File: config.mk
export PLATFORM = sky130hd
export DESIGN_NAME = flow_sender
export DESIGN_NICKNAME = d
export VERILOG_FILES = /design/src/rtl/flow_pkg.sv /design/src/rtl/skid_buf.sv /design/src/rtl/flow_sender.sv
export SDC_FILE = /design/constraint.sdc
export NUM_CORES = 1
export LEC_CHECK = 0
export CAP_MARGIN = 20
export CELL_PAD_IN_SITES_DETAIL_PLACEMENT = 1
export CELL_PAD_IN_SITES_GLOBAL_PLACEMENT = 1
export CORE_MARGIN = 10
export CORE_UTILIZATION = 46
export DETAILED_ROUTE_END_ITERATION = 12
export DONT_BUFFER_PORTS = 1
export PLACE_DENSITY = 0.82
export SYNTH_ARGS = -nofsm -noshare
export SYNTH_HDL_FRONTEND = slang
export SYNTH_SLANG_ARGS = --single-unit
File: constraint.sdc
create_clock -name clk -period 3.46 [get_ports clk]
set_input_delay 0.865 -clock clk [delete_from_list [all_inputs] [get_ports clk]]
set_output_delay 0.865 -clock clk [all_outputs]
set_load 0.02 [all_outputs]
File: src/rtl/flow_pkg.sv
// Shared constants for the flow-controlled FIFO path: sender and
// controller state encodings, lane count, default widths.
package flow_pkg;

  localparam int LANES      = 4;
  localparam int DEF_DATA_W = 6;
  localparam int DEF_CNT_W  = 8;

  typedef enum logic [1:0] {
    ST_RESET = 2'd0,
    ST_SEND  = 2'd1,
    ST_HOLD  = 2'd2,
    ST_HALT  = 2'd3
  } state_t;

  typedef enum logic [2:0] {
    FC_RESET  = 3'd0,
    FC_INIT   = 3'd1,
    FC_IDLE   = 3'd2,
    FC_ACTIVE = 3'd3,
    FC_ERROR  = 3'd4
  } fc_state_t;

  function automatic logic [LANES-1:0] lane_onehot(
    input logic [1:0] lane
  );
    return 4'b0001 << lane;
  endfunction

endpackage

File: src/rtl/skid_buf.sv
// Two-entry head + skid buffer, FIFO ordered.
// Ports: clk, rst (sync, high), enb (clock enable), accept_en (upstream
//   may be accepted), in_valid/in_data/in_dest/in_ready (source
//   handshake), pop (head leaves this cycle), head_valid/head_data/
//   head_dest (oldest word).
module skid_buf
  import flow_pkg::*;
#(
  parameter int DATA_W = DEF_DATA_W
) (
  input  logic              clk,
  input  logic              rst,
  input  logic              enb,
  input  logic              accept_en,
  input  logic              in_valid,
  input  logic [DATA_W-1:0] in_data,
  input  logic [1:0]        in_dest,
  output logic              in_ready,
  input  logic              pop,
  output logic              head_valid,
  output logic [DATA_W-1:0] head_data,
  output logic [1:0]        head_dest
);

  logic              hv;
  logic              sv;
  logic [DATA_W-1:0] hdata;
  logic [DATA_W-1:0] sdata;
  logic [1:0]        hdest;
  logic [1:0]        sdest;
  logic              acc;
  logic              take;

  // Ready only depends on the skid slot, so a full head with an
  // empty skid still takes a word while the head is stalled.
  assign in_ready = enb & accept_en & ~sv;
  assign acc      = in_valid & in_ready;
  assign take     = enb & pop & hv;

  always_ff @(posedge clk) begin
    if (rst) begin
      hv <= 1'b0;
      sv <= 1'b0;
    end else if (enb) begin
      if (take) begin
        if (sv) begin
          hv <= 1'b1;
          sv <= 1'b0;
        end else begin
          hv <= acc;
        end
      end else if (acc) begin
        if (hv) sv <= 1'b1;
        else    hv <= 1'b1;
      end
    end
  end

  always_ff @(posedge clk) begin
    if (enb) begin
      if (take & sv) begin
        hdata <= sdata;
        hdest <= sdest;
      end else if (acc & (~hv | take)) begin
        hdata <= in_data;
        hdest <= in_dest;
      end
      if (acc & hv & ~take) begin
        sdata <= in_data;
        sdest <= in_dest;
      end
    end
  end

  assign head_valid = hv;
  assign head_data  = hdata;
  assign head_dest  = hdest;

endmodule

File: src/rtl/flow_sender.sv
// Upstream producer for the four flow-controlled data FIFOs.
// Ports: clk, rst (sync, high), enb; in_valid/in_data/in_dest/in_ready
//   source handshake; pausa/continuar/idle/error_full flow control;
//   push (one-hot strobe), push_data; state_o, halted; sent_cnt
//   (per-lane push counters, built only with FLOW_SENDER_STATS_EN).
module flow_sender
  import flow_pkg::*;
#(
  parameter int DATA_W = DEF_DATA_W,
  parameter int CNT_W  = DEF_CNT_W
) (
  input  logic               clk,
  input  logic               rst,
  input  logic               enb,
  input  logic               in_valid,
  input  logic [DATA_W-1:0]  in_data,
  input  logic [1:0]         in_dest,
  output logic               in_ready,
  input  logic [3:0]         pausa,
  input  logic [3:0]         continuar,
  input  logic               idle,
  input  logic               error_full,
  output logic [3:0]         push,
  output logic [DATA_W-1:0]  push_data,
  output logic [1:0]         state_o,
  output logic               halted,
  output logic [4*CNT_W-1:0] sent_cnt
);

  state_t            state;
  logic [3:0]        pq;
  logic              hv;
  logic [DATA_W-1:0] hdata;
  logic [1:0]        hdest;
  logic              blocked;
  logic              live;
  logic              fire;
  logic              accept_en;

  // Only the registered pause is used; continuar/idle override it
  // combinationally so a release acts in the same cycle.
  assign blocked = pq[hdest] & ~continuar[hdest] & ~idle;
  assign live    = (state == ST_SEND) | (state == ST_HOLD);

  // error_full suppresses any push computed in its cycle.
  assign fire = enb & ~rst & live & hv & ~blocked & ~error_full;

  assign push      = fire ? lane_onehot(hdest) : 4'b0000;
  assign push_data = fire ? hdata : '0;

  // A word taken in RESET lands in the head and is pushed once SEND.
  assign accept_en = ~rst & (state != ST_HALT);
  assign state_o   = state;

  skid_buf #(
    .DATA_W(DATA_W)
  ) u_buf (
    .clk       (clk),
    .rst       (rst),
    .enb       (enb),
    .accept_en (accept_en),
    .in_valid  (in_valid),
    .in_data   (in_data),
    .in_dest   (in_dest),
    .in_ready  (in_ready),
    .pop       (fire),
    .head_valid(hv),
    .head_data (hdata),
    .head_dest (hdest)
  );

  always_ff @(posedge clk) begin
    if (rst) begin
      state  <= ST_RESET;
      halted <= 1'b0;
      pq     <= 4'b0000;
    end else if (enb) begin
      pq <= pausa;
      unique case (state)
        ST_RESET: begin
          if (error_full) begin
            state  <= ST_HALT;
            halted <= 1'b1;
          end else begin
            state <= ST_SEND;
          end
        end
        ST_SEND: begin
          if (error_full) begin
            state  <= ST_HALT;
            halted <= 1'b1;
          end else if (hv & blocked) begin
            state <= ST_HOLD;
          end
        end
        ST_HOLD: begin
          if (error_full) begin
            state  <= ST_HALT;
            halted <= 1'b1;
          end else if (~blocked) begin
            state <= ST_SEND;
          end
        end
        ST_HALT: ;
      endcase
    end
  end

`ifdef FLOW_SENDER_STATS_EN
  logic [CNT_W-1:0] cnt [LANES];

  for (genvar i = 0; i < LANES; i++) begin : g_cnt
    always_ff @(posedge clk) begin
      if (rst)          cnt[i] <= '0;
      else if (push[i]) cnt[i] <= cnt[i] + CNT_W'(1);
    end
    assign sent_cnt[i*CNT_W +: CNT_W] = cnt[i];
  end
`else
  assign sent_cnt = '0;
`endif

endmodule

Word level (Yosys, flattened, before mapping)
Index checks and enable logic that the tools add are counted.
Widths: inputs -> output; s select.

word-level totals
  latch bits = 0
  word-level logic and storage cells = 78
  bits of input ports = 22
  RAM bits = 0
  output and inout bits = 46
  ROM bits = 0
  bits in registers = 25
  memories = 0

cells by class
  magnitude comparators = 1
  add/sub/neg operators = 0
  reductions and logical operators = 12
  shift-type cells = 1
  multiply operators = 0
  equal/unequal tests = 5
  multiplexer cells = 22
  divide/modulo/power cells = 0
  bitwise gates (word level) = 28

operators by type and width
  operator             count
  $and 1x1->1          18
  $mux 6               3
  $mux 2               7
  $mux 1               8
  $not 1->1            8
  $pmux 2 s3           1
  $reduce_and 2->1     3
  $reduce_and 3->1     2
  $reduce_bool 2->1    3
  $bmux 1 s2           2
  $mux 4               1
  $reduce_and 4->1     1
  $shl 1x2->4 const A  1
  $lt 2x3->1 const B   1
  $ne 3x2->1 const B   1
  $ne 3x3->1 const B   1
  $reduce_bool 3->1    1
  $reduce_or 3->1      1
  $eq 2x1->1 const B   1
  $eq 2x2->1 const B   1
  $logic_not 2->1      1
  $ne 2x2->1 const B   1
  $or 1x1->1           2

Depth between registers and ports, before layout
Gate-level depths: netlist (run 1).

  depth in word-level cells = 14
  depth in mapped cells = 6
  depth with buffers taken out = 6

By module
Synthesis (run 1) repeated with hierarchy kept, for this count alone.

unflattened totals
  cell total of the unflattened synthesis = 142
  area, all modules = 1498.9 sq um

modules (own cells, without submodules)
  module       cells each  area an instance (sq um)  times used
  flow_sender  102         773.2                     1
  skid_buf     40          725.7                     1

Worst setup path after synthesis (run 1)
Ideal clock, no wire load.

  path type = input -> output
  start point = input port continuar[3]
  end point = output port push[0]
  buffers on the path = 1
  data required time = 2595 ps
  stages = 5
  slack = 221 ps
  arrival time = 2374 ps
  path through = and2b_1 mux4_2 a21boi_2 buf_6 nor3b_1

between the ends
  cells in the longest elaborated chain, start to end = 9

ends and longest elaborated chain
  item                          line               text
  from (decl)                   flow_sender.sv:20  input logic [3:0] continuar,
  $bmux 1 s2                    flow_sender.sv:42  assign blocked = pq[hdest] & ~continuar[hdest] & ~idle;
  $mux 1 (implied by the code)  flow_sender.sv:42
  $not 1->1                     flow_sender.sv:42
  $and 1x1->1 (2 in series)     flow_sender.sv:42
  $not 1->1                     -
  $and 1x1->1 (2 in series)     flow_sender.sv:46  assign fire = enb & ~rst & live & hv & ~blocked & ~error_full;
  $mux 4                        flow_sender.sv:48  assign push = fire ? lane_onehot(hdest) : 4'b0000;
  to (decl)                     flow_sender.sv:23  output logic [3:0] push,

Every way passes these cells. The select of a mux whose other input is x is not followed.

Worst setup path after layout (run 1)
  start point = register state[0] (netlist: state_o[0])
  end point = output port push[1]

between the ends
  cells in the longest elaborated chain, start to end = 7
  elaborated cells between the ends (all ways) = 8

ends and longest elaborated chain
  item                                             line               text
  from (decl)                                      flow_sender.sv:30  state_t state;
  from (signal assigned)                           flow_sender.sv:74  state <= ST_RESET;
  from (signal assigned)                           flow_sender.sv:82  state <= ST_HALT;
  from (signal assigned)                           flow_sender.sv:85  state <= ST_SEND;
  $eq 2x1->1 / $eq 2x2->1 (equally long branches)  flow_sender.sv:43  assign live = (state == ST_SEND) | (state == ST_HOLD);
  $or 1x1->1 (*)                                   flow_sender.sv:43
  $and 1x1->1 (*) (4 in series)                    flow_sender.sv:46
  $mux 4 (*)                                       flow_sender.sv:48

Every way passes the cells marked *; elsewhere a longest branch is shown, timed or not.

==> results of run 1 <==
-- critical path, cell delays in order (launching register included) --
cell	delay, ns
sky130_fd_sc_hd__dfxtp_1	0.52
sky130_fd_sc_hd__inv_1	0.11
sky130_fd_sc_hd__ha_1	0.34
sky130_fd_sc_hd__nor4_4	0.42
sky130_fd_sc_hd__a21boi_2	0.23
sky130_fd_sc_hd__buf_4	0.19
sky130_fd_sc_hd__and3b_2	0.27
-- state kept, by name, summed over array words and instances, names as in the netlist --
signal / flops
u_buf.head_dest: 2
u_buf.head_data: 6
halted: 1
u_buf.sv: 1
u_buf.sdata: 6
pq: 4
state_o: 2
u_buf.head_valid: 1
u_buf.sdest: 2
-- area by class of cell --
class / instances / share of cell area (%)
multi-input cells: 104 / 47.7
repair buffers: 3 / 1.50
inverters: 5 / 1.25
clock buffers: 4 / 1.75
well taps: 44 / 3.68
flip-flops and latches: 25 / 44.1
-- metrics by stage --
step	hold slack, ns	power (W)	std cells	util [%]
finish	0.525	0.000552	185	47.9
CTS	0.534	0.000559	185	47.9
detailed placement	0.501	0.000434	181	47.0
floorplan	0.476	0.000451	170	-
global route	0.562	0.000589	185	47.9
global placement	0.496	0.000429	181	47.0
-- kinds of logic after synthesis --
logic type	share of synthesized area, %
flops	43.0
mux	11.4
other cells	0.244
fa+ha+maj	2.45
simple gates	16.5
compound gates	7.91
buf+inv	18.4
-- cell usage in the layout, fill, tap and decap left out --
| cell | n |
|---|---|
| sky130_fd_sc_hd__conb_1 | 32 |
| sky130_fd_sc_hd__edfxtp_1 | 16 |
| sky130_fd_sc_hd__dfxtp_1 | 9 |
| sky130_fd_sc_hd__mux2_2 | 8 |
| sky130_fd_sc_hd__nor2_1 | 8 |
| sky130_fd_sc_hd__nand2b_1 | 7 |
| sky130_fd_sc_hd__and2_2 | 6 |
| sky130_fd_sc_hd__inv_1 | 5 |
| sky130_fd_sc_hd__mux2i_1 | 4 |
| sky130_fd_sc_hd__a21oi_1 | 4 |
| sky130_fd_sc_hd__and2b_1 | 3 |
| sky130_fd_sc_hd__nand2_1 | 3 |
| sky130_fd_sc_hd__ha_1 | 3 |
| sky130_fd_sc_hd__clkbuf_4 | 3 |
| sky130_fd_sc_hd__buf_4 | 3 |
| sky130_fd_sc_hd__nor2b_1 | 2 |
| sky130_fd_sc_hd__mux4_2 | 2 |
| sky130_fd_sc_hd__and3b_2 | 2 |
| sky130_fd_sc_hd__nand3_1 | 2 |
| sky130_fd_sc_hd__nor3_1 | 2 |
| sky130_fd_sc_hd__a31oi_1 | 2 |
| sky130_fd_sc_hd__nor4_4 | 1 |
| sky130_fd_sc_hd__a21boi_2 | 1 |
| sky130_fd_sc_hd__nor3b_1 | 1 |
| sky130_fd_sc_hd__o211ai_4 | 1 |
| sky130_fd_sc_hd__o22a_2 | 1 |
| sky130_fd_sc_hd__nor4_2 | 1 |
| sky130_fd_sc_hd__and3_2 | 1 |
| sky130_fd_sc_hd__a211oi_1 | 1 |
| sky130_fd_sc_hd__o2111a_1 | 1 |
| sky130_fd_sc_hd__o22ai_1 | 1 |
| sky130_fd_sc_hd__o211ai_1 | 1 |
| sky130_fd_sc_hd__o21ai_0 | 1 |
| sky130_fd_sc_hd__nor4_1 | 1 |
| sky130_fd_sc_hd__a311oi_1 | 1 |
| sky130_fd_sc_hd__clkbuf_1 | 1 |
-- power by group --
part	leakage, nW	internal (W)	switching (W)
registers	0.220	0.000331	0.0000148
clock network	0.0150	0.0000449	0.0000786
logic	0.360	0.0000243	0.0000588
total	0.595	0.000400	0.000152
-- metal layers --
metal / GRT usage [%] / part of all wire (%) / up-vias / wire, µm
met2: 19.7 / 52 / 49 / 1740
met4: 4.74 / 1.6 / 0 / 53
met3: 6.22 / 10 / 4 / 351
met5: 0 / 0 / - / 0
li1: - / - / 425 / -
met1: 10.2 / 36 / 442 / 1230
-- final timing paths --
path | endpoint | slack (ns) | cells past startpoint
min reg2reg | pq[2] | 0.52 | 2
max reg2reg | u_buf.sdata[3] | 0.95 | 6
min | pq[2] | 0.52 | 2
max | push[1] | 0.21 | 6
==> impl_summary.md, run 1 <==
Logic synthesis
The count of state elements after synthesis is 25. The count of yosys warnings during synthesis is 0. For this run, asynchronously set or reset flops after synthesis account for 0%. The dominant cell type by area after synthesis is sky130_fd_sc_hd__edfxtp_1.

Summing every instance area after synthesis gives 1540 µm². The post-synthesis cell type count is 36. Sequential elements use 43.0% of the synthesized area. Counting every instance in the synthesized netlist gives ~140. In the synthesized netlist, the cells that appear most often are sky130_fd_sc_hd__buf_4, sky130_fd_sc_hd__edfxtp_1, sky130_fd_sc_hd__dfxtp_1. Yosys mapped a number of flops with a built-in enable equal to 16. The dominant cell by count in the synthesized netlist is sky130_fd_sc_hd__buf_4.

For this run, the leading register cell type out of synthesis is sky130_fd_sc_hd__edfxtp_1. Summed over its instances, the top area cell type makes up 31.3% of the synthesized netlist area. After synthesis, the cell types taking the most area are sky130_fd_sc_hd__edfxtp_1, sky130_fd_sc_hd__buf_4, sky130_fd_sc_hd__dfxtp_1, sky130_fd_sc_hd__mux2_2, sky130_fd_sc_hd__and2_2.

After synthesis, the mean cell area works out to 11.0 µm².

Finish
The number of fillers in the final layout is 365. Compared with the post-synthesis result, the final layout area differs by -2.44%. In the final layout, flip-flops and latches occupy 661 µm².

The layout cell share with drive strength beyond 1 is 21.3%. The finished cells cover around 1500 µm². In the final layout, the multi-input gates occupy 714 µm². The final layout contains 167 nets. The antenna diode instance count is 0.

Detailed routing
Dividing the detail-routed wire length by the instance count gives 18.3 µm. The count of nets left with antenna violations once routing finished came out at 0. The number of optimization iterations in the first detailed-route pass is 4. In the routed layout, each cell is associated on average with a via count of 4.97. The total via count in the routed design is slightly above 900. The total length of routed wires is 3380 µm. For this block, the initial DRC count from the detailed router was 81. For this run, design rule violations remaining after detail routing come to 0.

Die
The number of top-level pins is 68. The die is 77.8 µm wide. The initial standard-cell utilization of the core is 49.1%. The floorplan step defined a die boundary enclosing 6050 µm².

The die is 77.8 µm tall. The floorplan step defined a core boundary enclosing between 3000 and 4000 µm². In this run the core area contains 20 standard-cell rows.

Min path
In this run the worst hold path is classified as reg -> reg. The hold path startpoint is pq[2].

CTS
The depth of the CTS H-tree is 1. The total CTS buffers is 3. The buffers inserted during post-CTS setup optimization is 0.

The clock latency on the worst-skew pair is 0.31 ns. For this design, the CTS-stage hold fixing added 0 buffers. TritonCTS built the clock tree.

The clock drives 25 sinks. The root buffer cell chosen for the clock tree is sky130_fd_sc_hd__clkbuf_4. The number of resized instances in the post-cts repair step is 0. Clock-pin slew was measured on the worst setup and hold paths at between 0.1 and 0.15 ns. In this run the deepest clock path goes through 2 buffers.

Placed design
The worst setup slack before clock tree synthesis is 0.424 ns. Routability-driven placement finished with a final weighted congestion of 0.762. Once placement finished, the instance area stood at 1470 µm². During placement, the flow inserted port buffers numbering 0.

The detailed-placement wirelength estimate is roughly 2800 µm.

STA
In the final timing run, aggregate negative setup slack is 0 ns. Setup violations remaining at the end of the flow were counted as 0. The hold violation total from the final report came to 0. The count of final max-slew check failures came to 0. On the final layout, the worst clock skew is 0.0111 ns. The worst pin sits at a relative slew slack of 37.4%. Dividing the final minimum period by the clock period gives 93.9%.

In the post-route analysis, the smallest setup slack over all paths is 0.211 ns. Subtracting the final worst setup slack from the clock period gives between 3 and 4 ns. The maximum clock frequency is between 300 and 400 MHz. Setup repair after global routing left no endpoint under its margin. At the pin with the least slew margin, the transition time is 0.931 ns.

GRT
In the global route stage, overall resource usage came out at 11.1%. The via count of the first global-routing pass came to 1077. The pin count of the biggest net entering global routing is 15. The overflow left after global routing is 0. The first global-routing pass estimated 5390 µm of wire.

The number of antenna violations at the first check in global routing came to 0.

Setup path
The critical path is of the reg -> out type. At the worst endpoint, the arrival time is about 2.4 ns. STA classifies the critical path startpoint as a flip-flop. For the worst setup path, the data required time is between 2 and 3 ns. In this run the worst path has a maximum fanout of 12.

The first element of the critical path is state_o[0]. The worst flop-to-flop path startpoint is state_o[0]. The critical path capture point type is an output port.

Power
The worst-case IR drop observed on VDD is between 150 and 200 µV. In this run the static leakage power is between 0.5 and 0.6 nW. The power per standard cell area is roughly 370 nW/µm².

Job
The max capacitance violation total is 0.

Status
The flow ran to the end, and the final reports show no timing, DRC or antenna violations.
No activity file was read; power rests on OpenSTA's default activity.
==> run 2: changes to the inputs <==
--- a/config.mk
+++ b/config.mk
@@ -9,10 +9,10 @@
 export CELL_PAD_IN_SITES_DETAIL_PLACEMENT = 1
 export CELL_PAD_IN_SITES_GLOBAL_PLACEMENT = 1
 export CORE_MARGIN = 10
-export CORE_UTILIZATION = 46
+export CORE_UTILIZATION = 42
 export DETAILED_ROUTE_END_ITERATION = 12
 export DONT_BUFFER_PORTS = 1
-export PLACE_DENSITY = 0.82
+export PLACE_DENSITY = 0.79
 export SYNTH_ARGS = -nofsm -noshare
 export SYNTH_HDL_FRONTEND = slang
 export SYNTH_SLANG_ARGS = --single-unit
==> constraint.sdc (replaced) <==
create_clock -name clk -period 2.8 [get_ports clk]
set_input_delay 0.7 -clock clk [delete_from_list [all_inputs] [get_ports clk]]
set_output_delay 0.7 -clock clk [all_outputs]
set_load 0.02 [all_outputs]
==> impl_summary.md, run 2 (synthesis results as in run 1) <==
Status
The run finished with clean final reports.

Setup path
The endpoint of the most critical register-to-register path is u_buf.sdest[1]. The register-to-register path setup slack is 0.47 ns (-0.48 ns). The biggest fanout along the worst timing path is 9 (-3).

The worst setup path is captured at an output port. The critical path launch point type is a flip-flop. The worst path required time is 2.10 ns (-0.49 ns).

The worst flop-to-flop path startpoint is u_buf.head_dest[1]. The worst setup path is of the reg -> out kind. The depth of the most critical reg-to-reg path is 4 (-2). The worst path arrival time is 2.00 ns (-0.38 ns).

Finish
The antenna diode instance count came to 0 (unchanged). The layout cell share with drive strength beyond 1 is 26.4% (+5.1 points). The post-layout net count was 174 (+4.2%). The filler-free cell count of the finished design is 194 (+4.9%). The library cell used most frequently in the layout, excluding fill and tap cells, is sky130_fd_sc_hd__conb_1. The library cells used most frequently in the layout, excluding fill and tap cells, are sky130_fd_sc_hd__conb_1, sky130_fd_sc_hd__edfxtp_1, sky130_fd_sc_hd__buf_4. The layout-stage area growth over the synthesis result is 3.42%. The number of fillers in the final layout is 397 (+8.8%).

Detailed routing
The via count normalized by instance count came to 4.81 (-3.3%). The routed wire length on met2 is 1770 µm (+1.4%). The highest metal layer used by the detailed router is met4. The number of optimization iterations in the first detailed-route pass came to 4 (unchanged).

The met3 wire length was 418 µm (+19%). The detail-routed net length per standard cell is 17.7 µm (-3.1%). The total length of routed wires is 3430 µm (+1.6%). The number of nets still failing antenna checks after routing was 0 (unchanged). The total via count in the routed design is 933 (+1.4%).

The DRC violations left is 0 (unchanged). The wire length on met1 is 1190 µm (-3.5%). The first-iteration detailed-routing DRC count is 58 (-28%).

Power
The leakage power came to 0.640 nW (+7.5%). The power per standard cell area came to 479 nW/µm² (+30%). The worst ir drop on vdd came to 251 µV (+37%).

Min path
The hold path startpoint is rst. The path with the worst hold slack has its endpoint at halted. The number of cells traversed by the worst hold path is 1 (-1).

In this run the worst hold path is classified as in -> reg.

STA
The final critical path takes up a little over nine tenths of the cycle. The final setup skew is 0.00570 ns (-0.00536 ns). The hold violation total from the final report is 0 (unchanged).

The final count of negative-setup-slack endpoints is 0 (unchanged). The slew at the pin closest to its max-slew limit is 0.984 ns (+0.0532 ns). The remaining max-slew budget at the tightest pin is 33.8% (-3.6 points).

The count of final max-slew check failures is 0 (unchanged). The time the final worst path needs with I/O delays and setup is 2.70 ns. The summed negative setup slack over all endpoints came to 0 ns (unchanged). The maximum clock frequency is 370 MHz.

Placed design
The final weighted congestion in routability-driven placement is 0.793 (+4.1%). The total of buffers placed on input and output ports is 0 (unchanged). The number of cells in the design after placement is 186 (+2.8%). The detailed-placement wirelength estimate is 2810 µm (-1.0%).

Die
The initial standard-cell utilization of the core is 44.6% (-4.5 points). The height of the die is 80.5 µm (+3.5%). The core region area was 3440 µm² (+10%). The overall die area is 6470 µm² (+7.0%). The number of top-level pins is 68 (unchanged). The width of the chip is 80.5 µm (+3.5%). The number of rows in the core area is 21 (+5.0%).

CTS
The depth of the CTS H-tree is 1 (unchanged). The total CTS buffers is 3 (unchanged). The root cell of the clock tree is sky130_fd_sc_hd__clkbuf_8. The clock sink total is 25 (unchanged). The clock-pin slew reported for the worst setup and hold paths after clock tree synthesis is 0.09 ns (-0.04 ns).

The buffer depth of the longest clock path is 2 (unchanged). TritonCTS built the clock tree. The clock latency on the worst-skew pair came to 0.27 ns (-0.04 ns).

GRT
The first-pass GRT wire length is 5060 µm (-6.0%). The number of antenna violations at the first check in global routing came to 0 (unchanged). The overflow left after global routing is 0 (unchanged). The aggregate global-route resource usage came to 10.0% (-1.1 points).

The pin count of the biggest net entering global routing is 16 (+1). The via count of the first global-routing pass is 1034 (-4.0%).

Job
The max capacitance violation total is 0 (unchanged).
==> run 2: area by class of cell <==
type | instances | area, µm² | area share, %
multi-input combinational | 104 | 727 | 45.8
inverter | 5 | 18.8 | 1.18
sequential | 25 | 661 | 41.6
tap | 46 | 57.6 | 3.62
timing repair buffer | 10 | 75.1 | 4.73
clock inverter | 1 | 7.51 | 0.473
clock buffer | 3 | 41.3 | 2.60
==> run 2: power by group <==
group / leakage [nW] / switching, W / internal (W)
clock network: 0.0217 / 0.000122 / 0.000101
logic: 0.398 / 0.0000808 / 0.0000364
registers: 0.220 / 0.0000117 / 0.000409
==> run 2: layer usage <==
metal / vias to the layer above / global-route usage [%]
li1: 435 / -
met1: 446 / 9.42
met2: 48 / 18.1
met3: 4 / 4.12
met4: 0 / 5.28
met5: - / 0
==> run 2: how the worst max path moves through the flow <==
stage,startpoint,to,slack [ns]
after floorplan,continuar[3],push[0],0.09
after global placement,continuar[3],push_data[3],0.12
after detailed placement,continuar[3],push_data[5],0.08
after CTS,state_o[0],push_data[5],0.05
after global routing,state_o[0],push_data[2],-0.03
final,state_o[0],push_data[5],0.1
==> run 2: what timing repair did <==
item / 4_1_cts / 5_1_grt
hold buffers: 0 / 0
setup buffers: 0 / 4
resized for setup: 1 / 0
cloned: 0 / 0
pin swaps: 1 / 1
endpoints found under the setup margin: 6 / 7
==> run 2: through the flow <==
step           total power, W  cell area (µm²)  worst slack, ns  hold WS, ns  utilization (%)
2_1_floorplan        0.000558             1660           0.0950        0.476                -
3_3_place_gp         0.000536             1500            0.115        0.494             43.6
3_5_place_dp         0.000541             1500           0.0791        0.516             43.6
4_1_cts              0.000764             1560           0.0452        0.480             45.3
5_1_grt              0.000796             1590          -0.0283        0.468             46.1
6_report             0.000761             1590           0.0990        0.483             46.1
==> run 2: worst max-delay path, cell delays in order, from the launching register on <==
cell and delay [ns]:
sky130_fd_sc_hd__dfxtp_1 0.34, sky130_fd_sc_hd__inv_1 0.07, sky130_fd_sc_hd__ha_1 0.32, sky130_fd_sc_hd__nor4_4 0.33
sky130_fd_sc_hd__a21boi_4 0.25, sky130_fd_sc_hd__buf_4 0.18, sky130_fd_sc_hd__and2_2 0.22
==> run 3: changes to the inputs <==
--- a/config.mk
+++ b/config.mk
@@ -9,10 +9,11 @@
 export CELL_PAD_IN_SITES_DETAIL_PLACEMENT = 1
 export CELL_PAD_IN_SITES_GLOBAL_PLACEMENT = 1
 export CORE_MARGIN = 10
-export CORE_UTILIZATION = 42
+export CORE_UTILIZATION = 41
 export DETAILED_ROUTE_END_ITERATION = 12
 export DONT_BUFFER_PORTS = 1
 export PLACE_DENSITY = 0.79
 export SYNTH_ARGS = -nofsm -noshare
 export SYNTH_HDL_FRONTEND = slang
+export SYNTH_HIERARCHICAL = 1
 export SYNTH_SLANG_ARGS = --single-unit
==> impl_summary.md, run 3 <==
Die
The height of the die is 80.5 µm (about the same). The width of the chip is 80.5 µm (about the same). The overall die area is 6470 µm² (about the same). The initial standard-cell utilization of the core is 43.5% (-1.1 points). The core region area is 3440 µm² (unchanged). The number of top-level pins came to 68 (unchanged). The number of rows in the core area is 21 (unchanged).

STA
The final count of negative-setup-slack endpoints is 0 (unchanged). The count of final max-slew check failures is 0 (unchanged). The hold violation total from the final report is 0 (unchanged). The time the final worst path needs with I/O delays and setup is 2.67 ns (-0.0339 ns). The summed negative setup slack over all endpoints is 0 ns (unchanged). Setup repair after global routing left no endpoint under its margin. The maximum clock frequency was 375 MHz (+1.3%). The final setup skew is 0.00149 ns (-0.00421 ns). The part of the cycle the worst path needs was 95.3% (-1.2 points).

Logic synthesis
The instance count of the mapped netlist came to 142 (+2.2%). The number of synthesized flops with an enable pin is 16 (unchanged). The per-instance average area after synthesis is 10.6 µm² (-4.4%). The area share of the largest cell type after synthesis is 32.1% (+0.76 points). By area the synthesized netlist is led by sky130_fd_sc_hd__edfxtp_1, sky130_fd_sc_hd__buf_4, sky130_fd_sc_hd__dfxtp_1, sky130_fd_sc_hd__mux2_2, sky130_fd_sc_hd__nor2_1. The count of state elements after synthesis is 25 (unchanged). The dominant cell by count in the synthesized netlist is sky130_fd_sc_hd__buf_4. The async set or reset register ratio after synthesis was 0% (unchanged). The count of yosys warnings during synthesis is 6 (+6). The post-synthesis cell type count is 34 (-5.6%). The cell area after technology mapping is 1500 µm² (-2.4%). The portion of the post-synthesis area used by sequential elements is 44.1% (+1.0 points). The biggest area contributor in the post-synthesis netlist is sky130_fd_sc_hd__edfxtp_1. Sorting the synthesized cells by how often they occur yields sky130_fd_sc_hd__buf_4, sky130_fd_sc_hd__edfxtp_1, sky130_fd_sc_hd__nor2_1. In the synthesized netlist the dominant register cell turns out to be sky130_fd_sc_hd__edfxtp_1.

CTS
The buffers inserted during post-CTS setup optimization was 0 (unchanged). The buffer depth of the longest clock path is 2 (unchanged). The total CTS buffers is 3 (unchanged). The clock latency on the worst-skew pair came to 0.26 ns (about the same). The clock tree from TritonCTS is yes. The root cell of the clock tree is sky130_fd_sc_hd__clkbuf_8. The depth of the CTS H-tree is 1 (unchanged). The number of buffers added to fix hold violations after cts is 0 (unchanged). The clock-pin slew reported for the worst setup and hold paths after clock tree synthesis is 0.08 ns (about the same).

The clock sink total is 25 (unchanged).

Detailed routing
The total length of routed wires was 3330 µm (-3.1%). The via count normalized by instance count was 4.66 (-3.2%). The detail-routed net length per standard cell is 16.4 µm (-7.4%). The DRC violations left is 0 (unchanged). The total via count in the routed design came to 945 (+1.3%). The number of optimization iterations in the first detailed-route pass is 4 (unchanged). The number of nets still failing antenna checks after routing was 0 (unchanged).

The first-iteration detailed-routing DRC count is 31 (-47%).

Status
The flow ran to the end, and the final reports show no timing, DRC or antenna violations.

Power
The net switching fraction of the power is 26.6% (-1.7 points). The power per standard cell area is 456 nW/µm² (-4.8%). The net switching power of the design came to 0.000194 W (-9.5%).

The internal power is 0.000537 W (-1.6%). The sequential cell fraction of total power is 57.0% (+1.7 points). The part of the total power dissipated in combinational logic came to 14.6% (-0.8 points). The worst ir drop on vdd came to 416 µV (+65%). The share of power burned in the clock network is 28.4% (-0.9 points). The leakage power is 0.682 nW (+6.6%).

Setup path
STA classifies the critical path startpoint as a primary input. The biggest fanout along the worst timing path is 11 (+2). The worst path arrival time was 1.97 ns (-0.03 ns). The setup path with the least slack is of type in -> out.

The worst path required time is 2.10 ns (about the same). The critical path capture point type is an output port.

GRT
The aggregate global-route resource usage was 9.55% (-0.47 points). The via count of the first global-routing pass is 1011 (-2.2%). The pin count of the biggest net entering global routing is 16 (unchanged). The overflow left after global routing was 0 (unchanged).

The global-route met3 utilization was 4.68% (+0.56 points). The met2 track demand over resource in global routing is 17.7% (-0.40 points). The met1 usage came to 9.64% (+0.22 points).

The number of antenna violations at the first check in global routing came to 0 (unchanged). The layer flagged by global routing as most heavily used is met2. The first-pass GRT wire length is 4970 µm (-1.8%).

Placed design
The total of buffers placed on input and output ports is 0 (unchanged). The number of cells in the design after placement is 199 (+7.0%). The detailed-placement wirelength estimate is 2780 µm (-1.2%). The final weighted congestion in routability-driven placement is 0.761 (-4.1%).

Finish
The layout-stage area growth over the synthesis result is 7.01%. The layout cell share with drive strength beyond 1 is 22.9% (-3.4 points). The antenna diode instance count is 0 (unchanged). The filler-free cell count of the finished design is 203 (+4.6%). The most common cell after layout, fill and taps aside is sky130_fd_sc_hd__conb_1.

The library cells used most frequently in the layout, excluding fill and tap cells, are sky130_fd_sc_hd__conb_1, sky130_fd_sc_hd__edfxtp_1, sky130_fd_sc_hd__buf_4. The post-layout net count came to 184 (+5.7%).

Min path
The classification of the worst-slack hold path is in -> reg.

Job
The max capacitance violation total is 0 (unchanged).
==> run 3: final timing paths <==
check                                   from                 end  slack [ns]  cells after the start
worst max-delay path            continuar[1]             push[0]        0.13                      6
worst min-delay path                     rst          state_o[1]        0.50                      1
worst max register to register    state_o[0]  u_buf/head_data[0]        0.41                      9
worst min register to register         pq[3]               pq[3]        0.51                      2
==> run 3: cells by family after synthesis <==
logic type / synth area share, %
buffers and inverters: 19.7
and+or+nand+nor: 16.1
DFF: 44.1
muxes: 10.2
AOI/OAI and AO/OA: 6.34
adders and majority gates: 3.34
other: 0.250
==> run 3: per-layer routing <==
| layer | vias to the layer above | share of wire, % |
|---|---|---|
| li1 | 456 | - |
| met1 | 445 | 35 |
| met2 | 42 | 49 |
| met3 | 2 | 15 |
| met4 | 0 | 0.36 |
| met5 | - | 0 |
==> run 3: cell type report <==
| type | instances | area (µm²) |
|---|---|---|
| Fill cell | 398 | 1840 |
| Clock buffer | 3 | 41.3 |
| Sequential cell | 25 | 661 |
| Inverter | 11 | 41.3 |
| Tap cell | 46 | 57.6 |
| Timing Repair Buffer | 15 | 113 |
| Multi-Input combinational cell | 102 | 683 |
| Clock inverter | 1 | 7.51 |
==> run 3: per-stage QoR <==
stage | hold WS [ns] | power (W) | worst slack [ns] | instance area (µm²) | util [%]
floorplan | 0.462 | 0.000546 | 0.0664 | 1630 | -
finish | 0.497 | 0.000731 | 0.133 | 1600 | 46.6
global placement | 0.477 | 0.000523 | 0.150 | 1550 | 45.0
global route | 0.484 | 0.000769 | 0.0117 | 1600 | 46.6
detailed placement | 0.491 | 0.000528 | 0.0908 | 1550 | 45.0
CTS | 0.492 | 0.000738 | 0.0561 | 1600 | 46.4
==> run 3: power groups by stage <==
stage / combinational [W] / sequential [W] / clock [W]
final: 0.000106 / 0.000417 / 0.000208
after global routing: 0.000118 / 0.000419 / 0.000232
after CTS: 0.000104 / 0.000417 / 0.000217
after detailed placement: 0.000103 / 0.000425 / 0
after global placement: 0.0000990 / 0.000424 / 0
after floorplan: 0.000118 / 0.000429 / 0
==> run 3: critical path, cell delays in order <==
cell and delay (ns):
sky130_fd_sc_hd__nand2b_1 0.13, sky130_fd_sc_hd__mux4_2 0.52, sky130_fd_sc_hd__o211ai_1 0.19, sky130_fd_sc_hd__buf_4 0.20, sky130_fd_sc_hd__nor3_1 0.07, sky130_fd_sc_hd__buf_4 0.16
==> run 3: repair_timing <==
| action | in CTS | in global routing |
|---|---|---|
| hold endpoints to repair | 0 | 0 |
| setup endpoints to repair | 0 | 1 |
| resized for setup | 0 | 1 |
